### src/rtl/axi_stream_packet_source.sv
// AXI-Stream packet source: turns a length/id/dest command plus raw payload words
// into framed AXI-Stream beats with TLAST and a partial-final-beat TKEEP/TSTRB.
//
// state | meaning
// IDLE  | waiting for a packet command, cmd_ready high
// SEND  | accepting payload words and presenting beats on the stream
// DONE  | one-cycle pkt_done pulse after the final beat handshakes
module axi_stream_packet_source #(
   parameter int byte_width = 4,
   parameter int len_width  = 16,
   parameter int id_width   = 4,
   parameter int dest_width = 4
) (
   input  logic                    clk,
   input  logic                    reset,
   input  logic                    cmd_valid,
   output logic                    cmd_ready,
   input  logic [len_width-1:0]    cmd_len,
   input  logic [id_width-1:0]     cmd_id,
   input  logic [dest_width-1:0]   cmd_dest,
   input  logic                    in_valid,
   output logic                    in_ready,
   input  logic [8*byte_width-1:0] in_data,
   output logic                    tvalid,
   input  logic                    tready,
   output logic [8*byte_width-1:0] tdata,
   output logic [byte_width-1:0]   tstrb,
   output logic [byte_width-1:0]   tkeep,
   output logic                    tlast,
   output logic [id_width-1:0]     tid,
   output logic [dest_width-1:0]   tdest,
   output logic                    busy,
   output logic                    pkt_done
);

   localparam int LG    = $clog2(byte_width);
   localparam int REM_W = (LG == 0) ? 1 : LG;
   localparam int DW    = 8 * byte_width;

   typedef enum logic [1:0] {IDLE, SEND, DONE} state_t;

   state_t                state_q, state_d;
   logic [len_width:0]    total_q;
   logic [len_width:0]    issued_q;
   logic [REM_W-1:0]      rem_q;
   logic [id_width-1:0]   id_q;
   logic [dest_width-1:0] dest_q;

   logic                  tvalid_q;
   logic [DW-1:0]         tdata_q;
   logic [byte_width-1:0] tkeep_q;
   logic                  tlast_q;
   logic [id_width-1:0]   tid_q;
   logic [dest_width-1:0] tdest_q;

   logic                  cmd_fire;
   logic                  in_fire;
   logic                  beat_last;
   logic [len_width:0]    len_rounded;
   logic [len_width:0]    total_next;
   logic [len_width-1:0]  rem_full;
   logic [byte_width-1:0] keep_last;

   // Beat count is computed one bit wider than the length so a full-scale length cannot wrap.
   assign len_rounded = {1'b0, cmd_len} + (len_width+1)'(byte_width - 1);
   assign total_next  = len_rounded >> LG;
   assign rem_full    = cmd_len & len_width'(byte_width - 1);

   assign cmd_fire  = cmd_valid && cmd_ready;
   assign in_fire   = in_valid && in_ready;
   assign beat_last = (issued_q + (len_width+1)'(1)) == total_q;
   assign keep_last = (rem_q == '0) ? {byte_width{1'b1}} : ~({byte_width{1'b1}} << rem_q);

   always_ff @(posedge clk or posedge reset) begin
      if (reset) begin
         state_q <= IDLE;
      end else begin
         state_q <= state_d;
      end
   end

   always_comb begin
      state_d = state_q;
      case (state_q)
         IDLE: begin
            if (cmd_fire) begin
               state_d = (cmd_len == '0) ? DONE : SEND;
            end
         end
         SEND: begin
            if (tvalid_q && tready && tlast_q) begin
               state_d = DONE;
            end
         end
         DONE:    state_d = IDLE;
         default: state_d = IDLE;
      endcase
   end

   // cmd_ready is masked by reset so it reads low for the whole reset pulse.
   always_comb begin
      cmd_ready = 1'b0;
      in_ready  = 1'b0;
      busy      = 1'b0;
      pkt_done  = 1'b0;
      case (state_q)
         IDLE: cmd_ready = !reset;
         SEND: begin
            busy     = 1'b1;
            in_ready = (issued_q < total_q) && (!tvalid_q || tready);
         end
         DONE: begin
            busy     = 1'b1;
            pkt_done = 1'b1;
         end
         default: ;
      endcase
   end

   always_ff @(posedge clk or posedge reset) begin
      if (reset) begin
         total_q  <= '0;
         issued_q <= '0;
         rem_q    <= '0;
         id_q     <= '0;
         dest_q   <= '0;
      end else if (cmd_fire) begin
         total_q  <= total_next;
         issued_q <= '0;
         rem_q    <= rem_full[REM_W-1:0];
         id_q     <= cmd_id;
         dest_q   <= cmd_dest;
      end else if (in_fire) begin
         issued_q <= issued_q + (len_width+1)'(1);
      end
   end

   // Output register only reloads when empty or draining, which keeps the payload stable under backpressure.
   always_ff @(posedge clk or posedge reset) begin
      if (reset) begin
         tvalid_q <= 1'b0;
         tdata_q  <= '0;
         tkeep_q  <= '0;
         tlast_q  <= 1'b0;
         tid_q    <= '0;
         tdest_q  <= '0;
      end else if (in_fire) begin
         tvalid_q <= 1'b1;
         tdata_q  <= in_data;
         tkeep_q  <= beat_last ? keep_last : {byte_width{1'b1}};
         tlast_q  <= beat_last;
         tid_q    <= id_q;
         tdest_q  <= dest_q;
      end else if (tvalid_q && tready) begin
         tvalid_q <= 1'b0;
      end
   end

   assign tvalid = tvalid_q;
   assign tdata  = tdata_q;
   assign tkeep  = tkeep_q;
   assign tstrb  = tkeep_q;
   assign tlast  = tlast_q;
   assign tid    = tid_q;
   assign tdest  = tdest_q;

endmodule

### config.mk
export PLATFORM = sky130hd
export DESIGN_NAME = axi_stream_packet_source
export DESIGN_NICKNAME = d
export VERILOG_FILES = /design/src/rtl/axi_stream_packet_source.sv
export SDC_FILE = /design/constraint.sdc
export NUM_CORES = 1
export LEC_CHECK = 0
export ABC_AREA = 1
export CORE_MARGIN = 4
export CORE_UTILIZATION = 30
export CTS_CLUSTER_DIAMETER = 60
export CTS_CLUSTER_SIZE = 40
export DETAILED_ROUTE_END_ITERATION = 7
export HOLD_SLACK_MARGIN = 0.1
export SETUP_SLACK_MARGIN = 0.3
export SYNTH_ARGS = -nofsm -noshare
export SYNTH_HDL_FRONTEND = slang
export SYNTH_SLANG_ARGS = --single-unit
### constraint.sdc
create_clock -name clk -period 5.4 [get_ports clk]
set_input_delay 1.08 -clock clk [delete_from_list [all_inputs] [get_ports clk]]
set_output_delay 1.08 -clock clk [all_outputs]
set_load 0.02 [all_outputs]
Yosys cells after proc, flatten, opt, wreduce, memory -nomap -nowiden. Cells that the tools add are included. W data, S select, Z words.

RAM bits: 0. Latch bits: 0. Register bits: 90. Input bits: 61. Bits in read-only memories: 0. Output and inout bits: 54. Memories kept: 0.

$lt $le $gt $ge: 1. Equal/unequal tests: 5. Bitwise gates (word level): 1. Divide/modulo/power cells: 0. Add/sub/neg operators: 2. Shift operators: 1. Multiply operators: 0. Mux-type cells: 14. Reduce and logical (&&, ||, !) cells: 15.

Operator list (number): $mux W17 (2); $add A16 B2 Y17 const B (1); $add A17 B1 Y17 const B (1); $eq A17 B15 Y1 (1); $lt A17 B15 Y1 (1); $logic_not A16 Y1 (1); $mux W4 (2); $mux W1 (6); $mux W2 (3); $logic_and A1 B1 Y1 (5); $logic_not A2 Y1 (2); $ne A2 B2 Y1 const B (2); $not A4 Y4 (1); $pmux W2 S2 (1); $reduce_bool A2 Y1 (2); $shl A4 B2 Y4 const A (1); $eq A2 B1 Y1 const B (1); $eq A2 B2 Y1 const B (1); $logic_not A1 Y1 (2); $reduce_and A2 Y1 (1); $reduce_or A2 Y1 (1); $logic_or A1 B1 Y1 (1).

Logic depth before layout (Yosys ltp).
Depth in word-level cells: 7. Depth in mapped cells: 16. Gate-level depth less buffers: 15.

Worst setup path before layout. No wires, ideal clock.

Path type: in2out. Start point: in tready. End point: out in_ready. Stages on the path: 4. Arrival: 1.491 ns. Path slack: 2.829 ns. Data required time: 4.320 ns. Path through: nor2_1 inv_1 nand4_1 nor2_2.

Word-level cells in the longest chain between the ends: 3.

Ends and longest elaborated chain: from (decl) (RTL line 25) `input logic tready,`; $logic_or A1 B1 Y1 (RTL line 110) `in_ready = (issued_q < total_q) && (!tvalid_q || tready);`; $logic_and A1 B1 Y1 (RTL line 110); $mux W1 (RTL line 106) `case (state_q)`; to (decl) (RTL line 22) `output logic in_ready,`.

No other way between the ends.

Final worst setup path. Same ends and word-level chain as after synthesis.

==> key figures <==
Layout
  – FILL cells: 1723
  – Antenna Cells: 0
  – Final nets: approximately 860
  – Area grow syn2layout: 32.74%
  – Multi-input gate area: 2421 sq um
  – Share of cells above drive strength 1: 6.226%
  – Register area: 2252 sq um

Detailed routing
  – Via Count: 4483
  – Final ANT Viol Nets: 0
  – Vias/cell: 4.452
  – DRT Wirelength: between 10000 and 15000 um
  – Drt first pass iters: 4
  – Remaining DRCs: 0
  – WL/cell: roughly 13 um
  – Initial drt markers: 260

Worst setup path
  – Slowest CP cell: clkdlybuf4s50_1
  – CP Data Arrival Time: between 2 and 3 ns
  – Max incr delay on CP: around 0.62 ns
  – Most used cell, CP: clkdlybuf4s50_1
  – CP top delay family: buffers and inverters
  – Buf+Inv Stages, Crit Path: 3
  – CP required: 4.32 ns
  – CP endpoint kind: output port
  – Worst path cell trace: clkdlybuf4s50_1, nor2_1, inv_1, nand4_1, nor2_2, clkdlybuf4s50_1
  – WS Path Type: input port to output port
  – Crit start category: input port
  – Worst-path fanout max: 2

Floorplan
  – Die X: ~140 um
  – FP Rows: 47
  – Die ar.: approximately 19000 sq um
  – Die Y-Extent: approximately 140 um
  – Core area: approximately 17000 sq um
  – I/O pins: approximately 120
  – Initial core utilization: between 30 and 40%

Yosys
  – EDFF count, synth: 0
  – Cell accounting for the most synthesized area: dfrtp_1
  – Prevailing post-synth register cell: dfrtp_1
  – Seq/Total Area, Yosys: approximately 44%
  – FF+latch count, synth: 90
  – Synth unique cells: 33
  – Async set or reset register ratio after synthesis: 100.0%
  – Area contributors post-synth: dfrtp_1 (44%), nand2_1 (22%), nand3_1 (5.6%), ha_1 (5.2%), inv_1 (4.9%)
  – Synth top area share: between 40 and 50%
  – Mapped Nets: 758
  – Syn Area/Cell: 7.502 sq um
  – Mapped cell area: ~5100 sq um
  – Post-Synthesis Cells: 676
  – Synth warnings: 0

STA
  – Setup tns final: 0 ns
  – Tcrit/Tclk final: about 67%
  – Final Max Slew Viols: 0
  – Max Clk Rate: 0.2770 GHz
  – Crit path time final: ~3.6 ns
  – Worst Tran Pin Value: 0.8486 ns
  – Final setup vio count: 0
  – Worst hold slack: about 0.47 ns
  – Slew HR: between 40% and 50%
  – Hold Fails Final Rpt: 0
  – Worst Skew: 0.008843 ns
  – RSZ-0062 raised after global routing: false

Clock tree
  – # H-tree levels: 3
  – Hold-fix buffers, CTS: 0
  – Worst-Skew Late Latency: ~0.34 ns
  – TritonCTS clock tree: yes
  – CTS buffer count: 9
  – Deepest clock path buffer count: 2
  – Post-CTS Repair Setup Buffers: 0
  – Clock transition at path regs: about 0.070 ns
  – CTS sink count: 90
  – Clock root buffer: clkbuf_16
  – Post_cts resized: 0

Placement
  – # port buffers: ~110
  – DP HPWL: a little under 10000 um
  – Routability cong.: approximately 0.87

Flow run
  – # Max-Cap Violations: 0

Pwr
  – Maximum VDD drop: about 0.00024 V
  – Final Power: between 3 and 4 mW
  – Leak: approximately 3.3 nW
  – Pwr Density: 476.1 nW/um^2

Global routing
  – Vias in the first global route: approximately 4300
  – Total grt overflow: 0
  – Total track usage: 13.98%
  – Initial antenna violation count: 0
  – First-pass GRT wire length: roughly 22000 um
  – Pin count of the biggest net entering global routing: 49

Hold path
  – Hold Crit Class: flop to flop

Outcome
  – Status: complete, no violations
[power by group]
part | internal [mW] | leakage, nW | switching (mW)
Clock | 0.463 | 0.174 | 0.289
Combinational | 0.589 | 2.01 | 0.782
Sequential | 0.927 | 1.15 | 0.154
[metrics by stage]
| stage | cells | instance area, sq um | utilization [%] | setup WS, ns |
|---|---|---|---|---|
| after global routing | 1007 | 6731 | 40.59 | 1.613 |
| after global placement | 991 | 6376 | 38.45 | 1.803 |
| after CTS | 1007 | 6731 | 40.59 | 1.776 |
| after floorplan | 676 | 5071 | - | 1.985 |
| final | 1007 | 6731 | 40.59 | 1.790 |
| after detailed placement | 991 | 6376 | 38.45 | 1.787 |
[logic make-up after synthesis]
kind of cell    count (synthesis)  share of synthesized area, %
fa+ha+maj                      21                         5.181
flops                          90                         44.41
xor+xnor                        8                         1.924
buf+inv                        91                         7.846
simple gates                  429                         36.69
compound gates                 37                         3.948
[worst paths after layout]
path,startpoint,to,depth (start not counted),slack (ns)
worst max-delay path,tready,in_ready,6,1.79
worst min-delay path,dest_q[3],tdest[3],2,0.47
worst max register to register,total_q[12],tkeep[0],12,2.17
worst min register to register,dest_q[3],tdest[3],2,0.47
max in group asynchronous,reset,tdata[9],3,3.10
min in group asynchronous,reset,tvalid,2,1.23
[layout by cell type, fill, tap and decap left out, types with 9 or more instances in the layout]
cell type,synthesis,routed
nand2_1,292,292
clkdlybuf4s50_1,0,114
dfrtp_1,90,90
inv_1,66,65
nand3_1,57,57
nor2_1,29,29
o21ai_0,24,24
ha_1,21,21
nand4_1,14,14
clkbuf_16,0,9
[metal layers]
layer	vias to the layer above	global-route usage [%]	part of all wire [%]
met5	-	0	0
met4	0	4.680	2.5
met3	22	2.279	3.2
met2	97	23.48	47
met1	2021	18.40	47
li1	2343	-	-
[tightest hold or removal path: cells and delay by family (launching register included)]
| kind | cells | cell delay [ns] |
|---|---|---|
| DFF | 1 | 0.34 |
| and+or+nand+nor | 2 | 0.10 |
[area by class of cell]
class                      count  share of cell area (%)
multi-input combinational    495                   35.97
sequential                    90                   33.46
timing repair buffer         118                   17.40
tap                          220                   4.089
inverter                      68                   3.810
clock buffer                   9                   3.346
clock inverter                 7                   1.933
[cell usage after synthesis (5+ instances only)]
master    count
a21oi_1       7
buf_2         6
buf_4        11
clkbuf_1      5
dfrtp_1      90
ha_1         21
inv_1        66
nand2_1     292
nand2_2       5
nand3_1      57
nand4_1      14
nor2_1       29
nor2_2        8
nor2_4        8
nor3_1        5
o21ai_0      24
xor2_1        6
[registers in the layout, summed over array words and instances (netlist names), 4 cells and up]
register  cells
tdata        32
id_q          4
issued_q     17
tdest         4
tid           4
dest_q        4
total_q      15
tkeep         4
(Power assumes the default switching activity.)
